==> src/rtl/calc_seq_pkg.sv <==
// calc_seq_pkg
// Shared types and constants for the calculator command sequencer.
//   OP_W    : width of the {btnl,btnc,btnr} op select
//   DW      : width of operand / led data
//   state_t : sequencer states
//   entry_t : one program entry {op, sw, exp}
package calc_seq_pkg;

  localparam int OP_W = 3;
  localparam int DW   = 16;

  typedef enum logic [2:0] {
    IDLE,
    RST,
    SETUP,
    PULSE,
    WAIT,
    CAPT,
    FIN
  } state_t;

  typedef struct packed {
    logic [OP_W-1:0] op;
    logic [DW-1:0]   sw;
    logic [DW-1:0]   exp;
  } entry_t;

endpackage

==> src/rtl/calc_seq_mem.sv <==
// calc_seq_mem
// Program register file for calc_seq: DEPTH entries, synchronous write,
// combinational read. The expected-value column only exists when
// CALC_SEQ_CHECK_EN is defined; otherwise rd_data.exp reads as 0.
// Ports:
//   clk      in  system clock
//   we       in  write strobe (already qualified by the caller)
//   wr_addr  in  write address
//   wr_data  in  entry to store
//   rd_addr  in  read address
//   rd_data  out entry at rd_addr
module calc_seq_mem
  import calc_seq_pkg::*;
#(
  parameter int DEPTH = 16,
  parameter int AW    = 4
) (
  input  logic          clk,
  input  logic          we,
  input  logic [AW-1:0] wr_addr,
  input  entry_t        wr_data,
  input  logic [AW-1:0] rd_addr,
  output entry_t        rd_data
);

  logic [OP_W-1:0] op_mem [DEPTH];
  logic [DW-1:0]   sw_mem [DEPTH];

  // Program storage is deliberately not reset: the contents survive a
  // sequencer reset so a program can be rerun after an abort.
  always_ff @(posedge clk) begin
    if (we && (int'(wr_addr) < DEPTH)) begin
      op_mem[wr_addr] <= wr_data.op;
      sw_mem[wr_addr] <= wr_data.sw;
    end
  end

`ifdef CALC_SEQ_CHECK_EN
  logic [DW-1:0] exp_mem [DEPTH];

  // Expected-led column, only needed when the comparator exists.
  always_ff @(posedge clk) begin
    if (we && (int'(wr_addr) < DEPTH)) begin
      exp_mem[wr_addr] <= wr_data.exp;
    end
  end

  always_comb begin
    rd_data     = '0;
    rd_data.op  = op_mem[rd_addr];
    rd_data.sw  = sw_mem[rd_addr];
    rd_data.exp = exp_mem[rd_addr];
  end
`else
  logic unused_wr_exp;
  assign unused_wr_exp = ^wr_data.exp;

  always_comb begin
    rd_data    = '0;
    rd_data.op = op_mem[rd_addr];
    rd_data.sw = sw_mem[rd_addr];
  end
`endif

endmodule

==> src/rtl/calc_seq.sv <==
// calc_seq
// Autonomous command sequencer for the calculator. On start it holds the
// calculator in reset (btnu), then for each program entry drives sw and
// {btnl,btnc,btnr}, pulses btnd, waits SETTLE cycles and captures led_in.
// Optional macro: CALC_SEQ_CHECK_EN builds the led-vs-expected comparator
// (err_cnt / first_fail); without it those outputs are tied to 0.
// Ports:
//   clk, rst_n                 clock, async active-low reset
//   load_we/addr/op/sw/exp     program write port (idle only)
//   start, len                 begin a run of len entries (clamped to DEPTH)
//   led_in                     calculator led output
//   sw, btnl, btnc, btnr       operand and op select to the calculator
//   btnu, btnd                 calculator reset / enter strobe
//   busy, done                 run in progress / end-of-run pulse
//   last_led                   led captured for the latest entry
//   err_cnt, first_fail        mismatch count and first mismatching index
module calc_seq
  import calc_seq_pkg::*;
#(
  parameter int DEPTH   = 16,
  parameter int AW      = 4,
  parameter int RST_CYC = 2,
  parameter int SETTLE  = 1
) (
  input  logic            clk,
  input  logic            rst_n,
  input  logic            load_we,
  input  logic [AW-1:0]   load_addr,
  input  logic [OP_W-1:0] load_op,
  input  logic [DW-1:0]   load_sw,
  input  logic [DW-1:0]   load_exp,
  input  logic            start,
  input  logic [AW:0]     len,
  input  logic [DW-1:0]   led_in,
  output logic [DW-1:0]   sw,
  output logic            btnl,
  output logic            btnc,
  output logic            btnr,
  output logic            btnu,
  output logic            btnd,
  output logic            busy,
  output logic            done,
  output logic [DW-1:0]   last_led,
  output logic [AW:0]     err_cnt,
  output logic [AW-1:0]   first_fail
);

  localparam int          CNT_MAX = (RST_CYC > SETTLE) ? RST_CYC : SETTLE;
  localparam int          CW      = $clog2(CNT_MAX + 1);
  localparam logic [AW:0] LEN_MAX = (AW+1)'(DEPTH);

  state_t        state, state_nxt;
  logic [AW-1:0] idx;
  logic [AW:0]   len_q;
  logic [AW:0]   len_clamped;
  logic [CW-1:0] cnt;
  logic          last_entry;
  logic          run_start;
  logic [AW-1:0] rd_addr;
  entry_t        rd_data;
  entry_t        wr_data;

  assign len_clamped = (len > LEN_MAX) ? LEN_MAX : len;
  assign last_entry  = ({1'b0, idx} == (len_q - 1'b1));
  assign run_start   = (state == IDLE) && start && (len != '0);

  // sw/op are registered on entry to SETUP, so the RAM is read one entry
  // ahead while in CAPT; that way the new operand is visible in SETUP itself.
  assign rd_addr = (state == CAPT) ? (idx + 1'b1) : idx;

  assign wr_data.op  = load_op;
  assign wr_data.sw  = load_sw;
  assign wr_data.exp = load_exp;

  calc_seq_mem #(
    .DEPTH (DEPTH),
    .AW    (AW)
  ) u_mem (
    .clk     (clk),
    .we      (load_we && !busy),
    .wr_addr (load_addr),
    .wr_data (wr_data),
    .rd_addr (rd_addr),
    .rd_data (rd_data)
  );

  // State register. The strobes below decode straight from this, so an
  // async reset drops btnd/btnu/busy the moment rst_n falls.
  always_ff @(posedge clk or negedge rst_n) begin
    if (!rst_n) begin
      state <= IDLE;
    end else begin
      state <= state_nxt;
    end
  end

  // Next-state and strobe decode. A zero-length start skips straight to
  // FIN so done still pulses one cycle later.
  always_comb begin
    state_nxt = state;
    busy      = 1'b0;
    btnu      = 1'b0;
    btnd      = 1'b0;
    done      = 1'b0;
    unique case (state)
      IDLE: begin
        if (start) begin
          state_nxt = (len == '0) ? FIN : RST;
        end
      end
      RST: begin
        busy = 1'b1;
        btnu = 1'b1;
        if (cnt == CW'(RST_CYC - 1)) begin
          state_nxt = SETUP;
        end
      end
      SETUP: begin
        busy      = 1'b1;
        state_nxt = PULSE;
      end
      PULSE: begin
        busy      = 1'b1;
        btnd      = 1'b1;
        state_nxt = WAIT;
      end
      WAIT: begin
        busy = 1'b1;
        if (cnt == CW'(SETTLE - 1)) begin
          state_nxt = CAPT;
        end
      end
      CAPT: begin
        busy      = 1'b1;
        state_nxt = last_entry ? FIN : SETUP;
      end
      FIN: begin
        done      = 1'b1;
        state_nxt = IDLE;
      end
      default: state_nxt = IDLE;
    endcase
  end

  // Dwell counter for RST and WAIT; restarts on every state change.
  always_ff @(posedge clk or negedge rst_n) begin
    if (!rst_n) begin
      cnt <= '0;
    end else if (state_nxt != state) begin
      cnt <= '0;
    end else begin
      cnt <= cnt + 1'b1;
    end
  end

  // Run bookkeeping and calculator-facing data. sw/op only change on entry
  // to SETUP, so they hold through PULSE, WAIT, CAPT and after FIN.
  always_ff @(posedge clk or negedge rst_n) begin
    if (!rst_n) begin
      idx                <= '0;
      len_q              <= '0;
      sw                 <= '0;
      {btnl, btnc, btnr} <= '0;
      last_led           <= '0;
    end else begin
      if (run_start) begin
        len_q <= len_clamped;
        idx   <= '0;
      end
      if (state_nxt == SETUP) begin
        sw                 <= rd_data.sw;
        {btnl, btnc, btnr} <= rd_data.op;
      end
      if (state == CAPT) begin
        last_led <= led_in;
        if (!last_entry) begin
          idx <= idx + 1'b1;
        end
      end
    end
  end

`ifdef CALC_SEQ_CHECK_EN
  logic [DW-1:0] exp_q;

  // Expected value travels with the entry, since the RAM read port has
  // already moved on to the next entry by the time CAPT compares.
  always_ff @(posedge clk or negedge rst_n) begin
    if (!rst_n) begin
      exp_q      <= '0;
      err_cnt    <= '0;
      first_fail <= '0;
    end else begin
      if (run_start) begin
        err_cnt    <= '0;
        first_fail <= '0;
      end
      if (state_nxt == SETUP) begin
        exp_q <= rd_data.exp;
      end
      if ((state == CAPT) && (led_in != exp_q)) begin
        if (err_cnt != '1) begin
          err_cnt <= err_cnt + 1'b1;
        end
        if (err_cnt == '0) begin
          first_fail <= idx;
        end
      end
    end
  end
`else
  logic unused_rd_exp;
  assign unused_rd_exp = ^rd_data.exp;
  assign err_cnt       = '0;
  assign first_fail    = '0;
`endif

endmodule

==> config.mk <==
export PLATFORM = sky130hd
export DESIGN_NAME = calc_seq
export DESIGN_NICKNAME = d
export VERILOG_FILES = /design/src/rtl/calc_seq_pkg.sv /design/src/rtl/calc_seq_mem.sv /design/src/rtl/calc_seq.sv
export SDC_FILE = /design/constraint.sdc
export NUM_CORES = 1
export LEC_CHECK = 0
export CORE_UTILIZATION = 45
export CTS_CLUSTER_DIAMETER = 150
export CTS_CLUSTER_SIZE = 10
export DETAILED_ROUTE_END_ITERATION = 10
export PLACE_DENSITY = 0.71
export SKIP_CTS_REPAIR_TIMING = 1
export SYNTH_ARGS = -nofsm -noshare
export SYNTH_HDL_FRONTEND = slang
export SYNTH_SLANG_ARGS = --single-unit
==> constraint.sdc <==
create_clock -name clk -period 4.3 [get_ports clk]
set_input_delay 0.86 -clock clk [delete_from_list [all_inputs] [get_ports clk]]
set_output_delay 0.86 -clock clk [all_outputs]
set_load 0.01 [all_outputs]
==> impl_metrics.env, run 1 <==
export IMPL_status="finished clean"
export IMPL_setup_violations=0
export IMPL_vias_per_cell=6.38
export IMPL_powerDensity_nw_per_um2=613
export IMPL_initial_core_util_pct=45.7
export IMPL_clk_pin_slew_worst_paths_ps=60
export IMPL_drtPass1Iterations=5
export IMPL_grt_start_max_net_pins=62
export IMPL_maxSlewViolCount=0
export IMPL_cts_root_buf="clkbuf_16"
export IMPL_die_y_microns=195
export IMPL_portBuffers=86
export IMPL_critPathKind="register to output pin"
export IMPL_crit_cells=3
export IMPL_clk_latency_ps=540
export IMPL_numCtsBuffers=41
export IMPL_num_antenna_cells=0
export IMPL_area_growth_pct=15.1
export IMPL_p_sw_mw=4.12
export IMPL_cts_buffer_depth=3
export IMPL_synth_avg_cell_area_sq_um=13.1
export IMPL_path_cells="nor3_1 > a21oi_1 > clkdlybuf4s50_1"
export IMPL_cp_start_kind="register"
export IMPL_cp_max_fo=20
export IMPL_p_comb_share_pct=36.3
export IMPL_synth_seq_area_share_pct=61.9
export IMPL_synth_area_leader_cell="edfxtp_1"
export IMPL_antenna_found_initial=1
export IMPL_crit_end="busy"
export IMPL_pwr_share_seq_pct=37.0
export IMPL_wire_per_inst_microns=24.5
export IMPL_cp_slowest_stage_delay_ps=830
export IMPL_grt_pass1_wl_mm=67.5
export IMPL_rsz0062_at_grt="false"
export IMPL_worstReg2RegEnd="sw[14]"
export IMPL_min_period_over_period_pct=85.1
export IMPL_cts_tree="built"
export IMPL_slew_headroom_pct=22.4
export IMPL_grt_met2_usage_pct=37.3
export IMPL_final_nets=1416
export IMPL_rr_worst_depth=7
export IMPL_arrival_ps=2800
export IMPL_critPathCaptureType="output pin"
export IMPL_die_x_microns=195
export IMPL_finalSetupTns_ps=0
export IMPL_cap_violations=0
export IMPL_clkPwrFrac_pct=26.7
export IMPL_final_util_pct=52.6
export IMPL_hold_viol_final=0
export IMPL_hp_class="input port to async pin"
export IMPL_grtUsageTotal_pct=23.7
export IMPL_mostFrequentLayoutCell="edfxtp_1"
export IMPL_layout_min_cycle_time_ps=3660
export IMPL_gr_total_overflow=0
export IMPL_p_leak_nw=6.30
export IMPL_crit_buf_inv=1
export IMPL_grt_busiest_layer="met2"
export IMPL_htree_levels=2
export IMPL_synthArstFlopShare_pct=13.9
export IMPL_mostFrequentLayoutCells="edfxtp_1 (304), mux2i_1 (144), nand2_1 (109)"
export IMPL_rows=70
export IMPL_cp_startpoint="state[2]"
export IMPL_use_met3_pct=4.41
export IMPL_timing_rr_start="state[2]"
export IMPL_ys_top_cells_by_area="edfxtp_1 (55%), mux2i_1 (8.6%), dfrtp_1 (7.3%)"
export IMPL_routabilityCongestion=0.811
export IMPL_vias=11800
export IMPL_clock_skew_ps=17.2
export IMPL_slowest_stage="dfrtp_1"
export IMPL_die_area_sq_um=38000
export IMPL_synth_top_area_share_pct=54.6
export IMPL_num_io_pins=112
export IMPL_met1_usage_pct=32.5
export IMPL_synth_edf_count=304
export IMPL_clock_sinks=353
export IMPL_grt_pass1_vias=11500
export IMPL_final_antenna_net_count=0
export IMPL_synth_distinct_cells=69
export IMPL_yosys_warnings=0
export IMPL_fillers=3054
export IMPL_drt_first_iter_violations=1349
export IMPL_cp_top_family="flip-flops"
export IMPL_fmax_ghz=0.273
export IMPL_tightest_slew_ps=1160
export IMPL_route_detailed_drc=0
export IMPL_synthesis_instances=1281
export IMPL_sw_frac_of_total_pct=34.9
export IMPL_synthesis_area_sq_um=16700
export IMPL_p_int_mw=7.68
export IMPL_worstPathRequired_ps=3440
export IMPL_r2r_setup_slack_ps=790
export IMPL_finalWirelength_mm=45.3
export IMPL_hpwl_mm=26.9
export IMPL_peakVddDrop_v=0.000451
export IMPL_ys_flop_type="edfxtp_1"
export IMPL_ys_ff_latch=353
export IMPL_core_sq_um=36600
export IMPL_drive_gt1_share_pct=10.2
[state kept, by name (all words and copies together), names as in the netlist]
name and flops:
last_led 16, sw 16, cnt 2, btnc 1, btnl 1, u_mem.sw_mem 256
btnr 1, state 3, idx 4, len_q 5, u_mem.op_mem 48
[through the flow]
| stage | setup slack (ps) | cells | hold slack [ps] | total power, mW | instance area, sq um |
|---|---|---|---|---|---|
| after global placement | 897 | 1773 | 450 | 8.49 | 18100 |
| final | 641 | 1847 | 297 | 11.8 | 19300 |
| after global routing | 454 | 1847 | 313 | 12.3 | 19300 |
| after CTS | 698 | 1847 | 295 | 11.8 | 19300 |
| after detailed placement | 895 | 1773 | 461 | 8.64 | 18100 |
| after floorplan | 1130 | 1289 | 438 | 7.30 | 16800 |
[Yosys cell counts, types with 7 or more instances]
| cell type | instances |
|---|---|
| a21oi_1 | 10 |
| a22oi_1 | 53 |
| a31o_1 | 16 |
| and3_1 | 17 |
| buf_2 | 53 |
| buf_4 | 17 |
| buf_6 | 11 |
| clkbuf_1 | 32 |
| dfrtp_1 | 49 |
| edfxtp_1 | 304 |
| inv_1 | 10 |
| mux2i_1 | 144 |
| nand2_1 | 109 |
| nand2b_1 | 7 |
| nand3_1 | 21 |
| nor2_1 | 40 |
| nor2b_1 | 9 |
| nor3_1 | 27 |
| o211ai_1 | 18 |
| o21a_1 | 16 |
| o21ai_0 | 81 |
| o21ai_1 | 8 |
| o221ai_1 | 46 |
| o22a_1 | 16 |
| o22ai_1 | 58 |
| o32a_1 | 16 |
| o32ai_2 | 13 |
[routing by layer]
layer	vias to the layer above	routed length [microns]
met5	-	13
met4	2	1390
met3	99	4130
met2	614	20800
met1	5867	18900
li1	5206	-
[area by class of cell]
type | count | area, sq um | area share [%]
Inverter | 10 | 37.5 | 0.195
Clock inverter | 2 | 25.0 | 0.130
Tap cell | 468 | 586 | 3.04
Clock buffer | 72 | 1160 | 6.04
Multi-Input combinational cell | 809 | 5810 | 30.1
Sequential cell | 353 | 10400 | 53.8
Timing Repair Buffer | 133 | 1280 | 6.66
[logic make-up (layout without fill, tap and decap cells)]
kind of cell | Yosys count | after routing | synth area share (%)
DFF | 353 | 353 | 61.9
adders and majority gates | 4 | 4 | 0.299
muxes | 145 | 145 | 8.68
AOI/OAI and AO/OA | 385 | 385 | 17.1
xor gates and xnor gates | 8 | 8 | 0.419
buffers and inverters | 127 | 217 | 4.12
and+or+nand+nor | 258 | 258 | 7.48
other | 1 | 9 | 0.0224
[power groups by stage]
stage / Sequential, mW / Combinational, mW / Clock, mW
after floorplan: 4.28 / 3.02 / 0
after global placement: 4.41 / 4.08 / 0
after detailed placement: 4.43 / 4.21 / 0
after CTS: 4.36 / 4.23 / 3.18
after global routing: 4.39 / 4.61 / 3.32
final: 4.37 / 4.28 / 3.16
[how the worst min path moves through the flow]
| stage | cells after the start | end | start |
|---|---|---|---|
| 3_3_place_gp | 1 | cnt[0] | cnt[0] |
| 6_report | 1 | state[0] | rst_n |
| 4_1_cts | 1 | state[0] | rst_n |
| 2_1_floorplan | 1 | cnt[0] | cnt[0] |
| 3_5_place_dp | 2 | last_led[2] | last_led[2] |
| 5_1_grt | 1 | sw[8] | rst_n |
[worst register-to-register path: cells and delay by family, from the launching register on]
family / cells / cell delay (ps)
simple gates: 2 / 950
compound gates: 4 / 1010
buf+inv: 1 / 640
flops: 1 / 830
Note: power is estimated with default switching activity, not from simulation.
==> inputs of run 2 (changes only) <==
--- a/config.mk
+++ b/config.mk
@@ -5,6 +5,7 @@
 export SDC_FILE = /design/constraint.sdc
 export NUM_CORES = 1
 export LEC_CHECK = 0
+export CORE_ASPECT_RATIO = 1.5
 export CORE_UTILIZATION = 45
 export CTS_CLUSTER_DIAMETER = 150
 export CTS_CLUSTER_SIZE = 10
==> impl_metrics.env, run 2 (synthesis gave the netlist of run 1 again) <==
export IMPL_worstReg2RegEnd="u_mem.sw_mem[0][1]"
export IMPL_hpwl_mm=25.7
export IMPL_clk_latency_ps=550
export IMPL_dp_cells=1785
export IMPL_core_sq_um=36700
export IMPL_whs_ps=348
export IMPL_slowest_stage="dfrtp_1"
export IMPL_cap_violations=0
export IMPL_final_antenna_net_count=0
export IMPL_fin_area_sq_um=19200
export IMPL_grt_pass1_wl_mm=65.3
export IMPL_p_int_mw=7.64
export IMPL_grt_start_max_net_pins=154
export IMPL_hp_class="input port to async pin"
export IMPL_gr_total_overflow=0
export IMPL_grt_pass1_vias=11400
export IMPL_finalSetupTns_ps=0
export IMPL_mostFrequentLayoutCell="edfxtp_1"
export IMPL_worstPathRequired_ps=3440
export IMPL_mostFrequentLayoutCells="edfxtp_1 (304), mux2i_1 (144), nand2_1 (109)"
export IMPL_cp_start_kind="register"
export IMPL_cts_tree="built"
export IMPL_numCtsBuffers=41
export IMPL_arrival_ps=2800
export IMPL_rsz0062_at_grt="false"
export IMPL_r2r_setup_slack_ps=1050
export IMPL_critPathKind="register to output pin"
export IMPL_hold_viol_final=0
export IMPL_critPathCaptureType="output pin"
export IMPL_grtUsageTotal_pct=22.5
export IMPL_p_leak_nw=6.27
export IMPL_largest_reg_flops=256
export IMPL_die_area_sq_um=38000
export IMPL_setup_violations=0
export IMPL_grt_met2_usage_pct=39.2
export IMPL_slew_headroom_pct=31.4
export IMPL_rr_worst_depth=5
export IMPL_routabilityCongestion=0.802
export IMPL_largest_register="u_mem.sw_mem"
export IMPL_use_met3_pct=3.30
export IMPL_met1_usage_pct=27.3
export IMPL_largestRegisters="u_mem.sw_mem (256), u_mem.op_mem (48)"
export IMPL_drive_gt1_share_pct=9.98
export IMPL_maxSlewViolCount=0
export IMPL_path_cells="nor3_1 > a21oi_1 > clkdlybuf4s50_1"
export IMPL_drt_first_iter_violations=1167
export IMPL_area_growth_pct=14.9
export IMPL_final_cell_count_no_fill=1857
export IMPL_clock_skew_ps=20.5
export IMPL_drtPass1Iterations=6
export IMPL_timing_rr_start="state[2]"
export IMPL_route_detailed_drc=0
export IMPL_peakVddDrop_v=0.000537
export IMPL_p_sw_mw=4.03
export IMPL_antenna_found_initial=0
export IMPL_cp_startpoint="state[2]"
export IMPL_placed_area_sq_um=18100
export IMPL_status="finished clean"
export IMPL_powerDensity_nw_per_um2=607
export IMPL_layout_min_cycle_time_ps=3660
export IMPL_portBuffers=86
export IMPL_vias_per_cell=6.25
export IMPL_num_antenna_cells=0
export IMPL_htree_levels=2
export IMPL_cp_slowest_stage_delay_ps=840
export IMPL_initial_core_util_pct=45.6
export IMPL_tightest_slew_ps=1030
export IMPL_wire_per_inst_microns=23.4
export IMPL_die_x_microns=159
export IMPL_final_nets=1412
export IMPL_clock_sinks=353
export IMPL_min_period_over_period_pct=85.0
export IMPL_die_y_microns=238
export IMPL_cp_max_fo=20
export IMPL_crit_end="busy"
export IMPL_num_io_pins=112
export IMPL_rows=86
export IMPL_finalWirelength_mm=43.4
export IMPL_clk_pin_slew_worst_paths_ps=50
export IMPL_clkPwrFrac_pct=26.7
export IMPL_vias=11600
export IMPL_p_comb_share_pct=36.3
export IMPL_total_power_mw=11.7
export IMPL_grt_busiest_layer="met2"
export IMPL_pwr_share_seq_pct=37.0
export IMPL_cts_buffer_depth=3
export IMPL_sw_frac_of_total_pct=34.5
export IMPL_fmax_ghz=0.273
export IMPL_cts_root_buf="clkbuf_16"
-- run 2: worst min-delay path by stage --
stage / slack (ps) / endpoint / from / depth (start not counted)
after floorplan: 440 / cnt[0] / cnt[0] / 1
after global placement: 450 / cnt[0] / cnt[0] / 1
after detailed placement: 460 / cnt[0] / cnt[0] / 1
after CTS: 350 / idx[0] / rst_n / 1
after global routing: 380 / idx[0] / rst_n / 1
final: 350 / state[1] / rst_n / 1
-- run 2: through the flow --
step	setup slack, ps	util, %
after floorplan	1130	-
after global placement	1140	49.2
after detailed placement	1070	49.2
after CTS	709	52.4
after global routing	556	52.4
final	643	52.4
-- run 2: critical path: cells and delay by family, from the launching register on --
| kind | cells | cell delay (ps) |
|---|---|---|
| flip-flops | 1 | 840 |
| buffers and inverters | 1 | 670 |
| AO/OA/AOI/OAI | 1 | 610 |
| AND/OR/NAND/NOR | 1 | 130 |
-- run 2: power by group through the flow --
stage          logic, mW  clock network (mW)  registers (mW)
2_1_floorplan       3.02                   0            4.28
3_3_place_gp        4.09                   0            4.36
3_5_place_dp        4.20                   0            4.37
4_1_cts             4.22                3.15            4.31
5_1_grt             4.58                3.28            4.35
6_report            4.24                3.12            4.32
-- run 2: routing by layer --
layer	part of all wire [%]	wire, microns	vias up
met2	51	22000	523
met3	7.2	3140	97
li1	-	-	5198
met1	38	16500	5782
met4	4.1	1770	0
met5	0	0	-
-- run 2: area by class of cell --
cell class	instances	area, sq um
clock inverter	4	46.3
multi-input combinational	809	5800
fill	3030	17500
tap	484	606
inverter	10	37.5
clock buffer	68	1130
sequential	353	10400
timing repair buffer	129	1250
==> inputs of run 3 (changes only) <==
--- a/config.mk
+++ b/config.mk
@@ -10,6 +10,7 @@
 export CTS_CLUSTER_DIAMETER = 150
 export CTS_CLUSTER_SIZE = 10
 export DETAILED_ROUTE_END_ITERATION = 10
+export MAX_ROUTING_LAYER = met4
 export PLACE_DENSITY = 0.71
 export SKIP_CTS_REPAIR_TIMING = 1
 export SYNTH_ARGS = -nofsm -noshare
==> constraint.sdc (replaced) <==
create_clock -name clk -period 4.3 [get_ports clk]
set_input_delay 1.075 -clock clk [delete_from_list [all_inputs] [get_ports clk]]
set_output_delay 1.075 -clock clk [all_outputs]
set_load 0.01 [all_outputs]
==> impl_metrics.env, run 3 (synthesis gave the netlist of run 1 again) <==
export IMPL_finalSetupTns_ps=0
export IMPL_final_antenna_net_count=0
export IMPL_portBuffers=86
export IMPL_cts_root_buf="clkbuf_16"
export IMPL_layout_min_cycle_time_ps=3750
export IMPL_clock_skew_ps=34.1
export IMPL_finalWirelength_mm=44.8
export IMPL_powerDensity_nw_per_um2=613
export IMPL_die_x_microns=159
export IMPL_wire_per_inst_microns=23.9
export IMPL_p_leak_nw=6.33
export IMPL_pre_cts_ws_ps=909
export IMPL_peakVddDrop_v=0.000440
export IMPL_core_sq_um=36700
export IMPL_met1_usage_pct=27.9
export IMPL_hold_start="cnt[0]"
export IMPL_antenna_found_initial=0
export IMPL_clock_sinks=353
export IMPL_largestRegisters="u_mem.sw_mem (256), u_mem.op_mem (48)"
export IMPL_mostFrequentLayoutCells="edfxtp_1 (304), mux2i_1 (144), nand2_1 (109)"
export IMPL_total_power_mw=11.9
export IMPL_setup_violations=0
export IMPL_use_met3_pct=2.83
export IMPL_worstPathRequired_ps=3220
export IMPL_cap_violations=0
export IMPL_drt_first_iter_violations=1168
export IMPL_vias=11800
export IMPL_fmax_ghz=0.267
export IMPL_cts_buffer_depth=3
export IMPL_grt_met2_usage_pct=41.2
export IMPL_num_antenna_cells=0
export IMPL_grt_pass1_vias=11700
export IMPL_cp_max_fo=18
export IMPL_min_period_over_period_pct=87.1
export IMPL_htree_levels=2
export IMPL_timing_rr_start="state[0]"
export IMPL_die_y_microns=238
export IMPL_vias_per_cell=6.29
export IMPL_fillers=3045
export IMPL_cts_tree="built"
export IMPL_maxSlewViolCount=0
export IMPL_grt_start_max_net_pins=160
export IMPL_arrival_ps=2670
export IMPL_hp_class="register to register"
export IMPL_hold_viol_final=0
export IMPL_cp_start_kind="register"
export IMPL_mostFrequentLayoutCell="edfxtp_1"
export IMPL_grtUsageTotal_pct=24.2
export IMPL_grt_pass1_wl_mm=67.5
export IMPL_critPathCaptureType="output pin"
export IMPL_area_growth_pct=15.5
export IMPL_largest_register="u_mem.sw_mem"
export IMPL_routabilityCongestion=0.812
export IMPL_multi_input_area_sq_um=5800
export IMPL_worst_slack_ps=553
export IMPL_critPathKind="register to output pin"
export IMPL_hpwl_mm=27.1
export IMPL_route_detailed_drc=0
export IMPL_numCtsBuffers=41
export IMPL_cp_startpoint="state[0]"
export IMPL_largest_reg_flops=256
export IMPL_drive_gt1_share_pct=10.7
export IMPL_final_util_pct=52.7
export IMPL_num_io_pins=112
export IMPL_slew_headroom_pct=20.4
export IMPL_final_seq_area_sq_um=10400
export IMPL_clk_latency_ps=550
export IMPL_whs_ps=472
export IMPL_clk_pin_slew_worst_paths_ps=50
export IMPL_grt_busiest_layer="met2"
export IMPL_rsz0062_at_grt="false"
export IMPL_gr_total_overflow=0
export IMPL_status="finished clean"
export IMPL_die_area_sq_um=38000
export IMPL_initial_core_util_pct=45.6
export IMPL_drtPass1Iterations=6
export IMPL_rows=86
export IMPL_tightest_slew_ps=1190
export IMPL_final_nets=1424
[run 3: cell types whose count changed in the layout (fill, tap and decap cells not counted), sizes merged]
cell / delta
inv: -3
buf: +12
clkbuf: +6
clkinv: +1
[run 3: final timing paths]
path / endpoint / slack (ps) / cells after the start
max: busy / 550 / 3
min: cnt[0] / 470 / 1
max reg2reg: sw[7] / 1050 / 6
min reg2reg: cnt[0] / 470 / 1
max in group asynchronous: sw[3] / 2830 / 2
min in group asynchronous: len_q[2] / 650 / 1
[run 3: worst max-delay path, cell delays in order, from the launching register on]
cell and delay, ps:
dfrtp_1 750, nor3_1 110, a21oi_1 620, clkdlybuf4s50_1 670
[run 3: report_power, final]
| group | total (mW) | leakage [nW] | internal (mW) | switching, mW |
|---|---|---|---|---|
| registers | 4.29 | 3.32 | 4.01 | 0.278 |
| logic | 4.35 | 2.42 | 1.87 | 2.48 |
| clock network | 3.22 | 0.582 | 1.87 | 1.34 |
[run 3: per-stage QoR]
step,instances,instance area [sq um]
final,1873,19300
after global routing,1873,19300
after CTS,1873,19300
after detailed placement,1797,18100
after global placement,1797,18100
after floorplan,1289,16800
[run 3: layer usage]
metal / vias to the layer above / part of all wire, %
met5: - / 0
met4: 0 / 5.3
met3: 133 / 6.5
met2: 551 / 50
li1: 5225 / -
met1: 5869 / 38
[run 3: cell type report]
class                           count  area share (%)
Sequential cell                   353            53.6
Timing Repair Buffer              141            6.69
Multi-Input combinational cell    809            30.0
Inverter                           10           0.194
Clock inverter                      2           0.201
Clock buffer                       74            6.17
Tap cell                          484            3.13
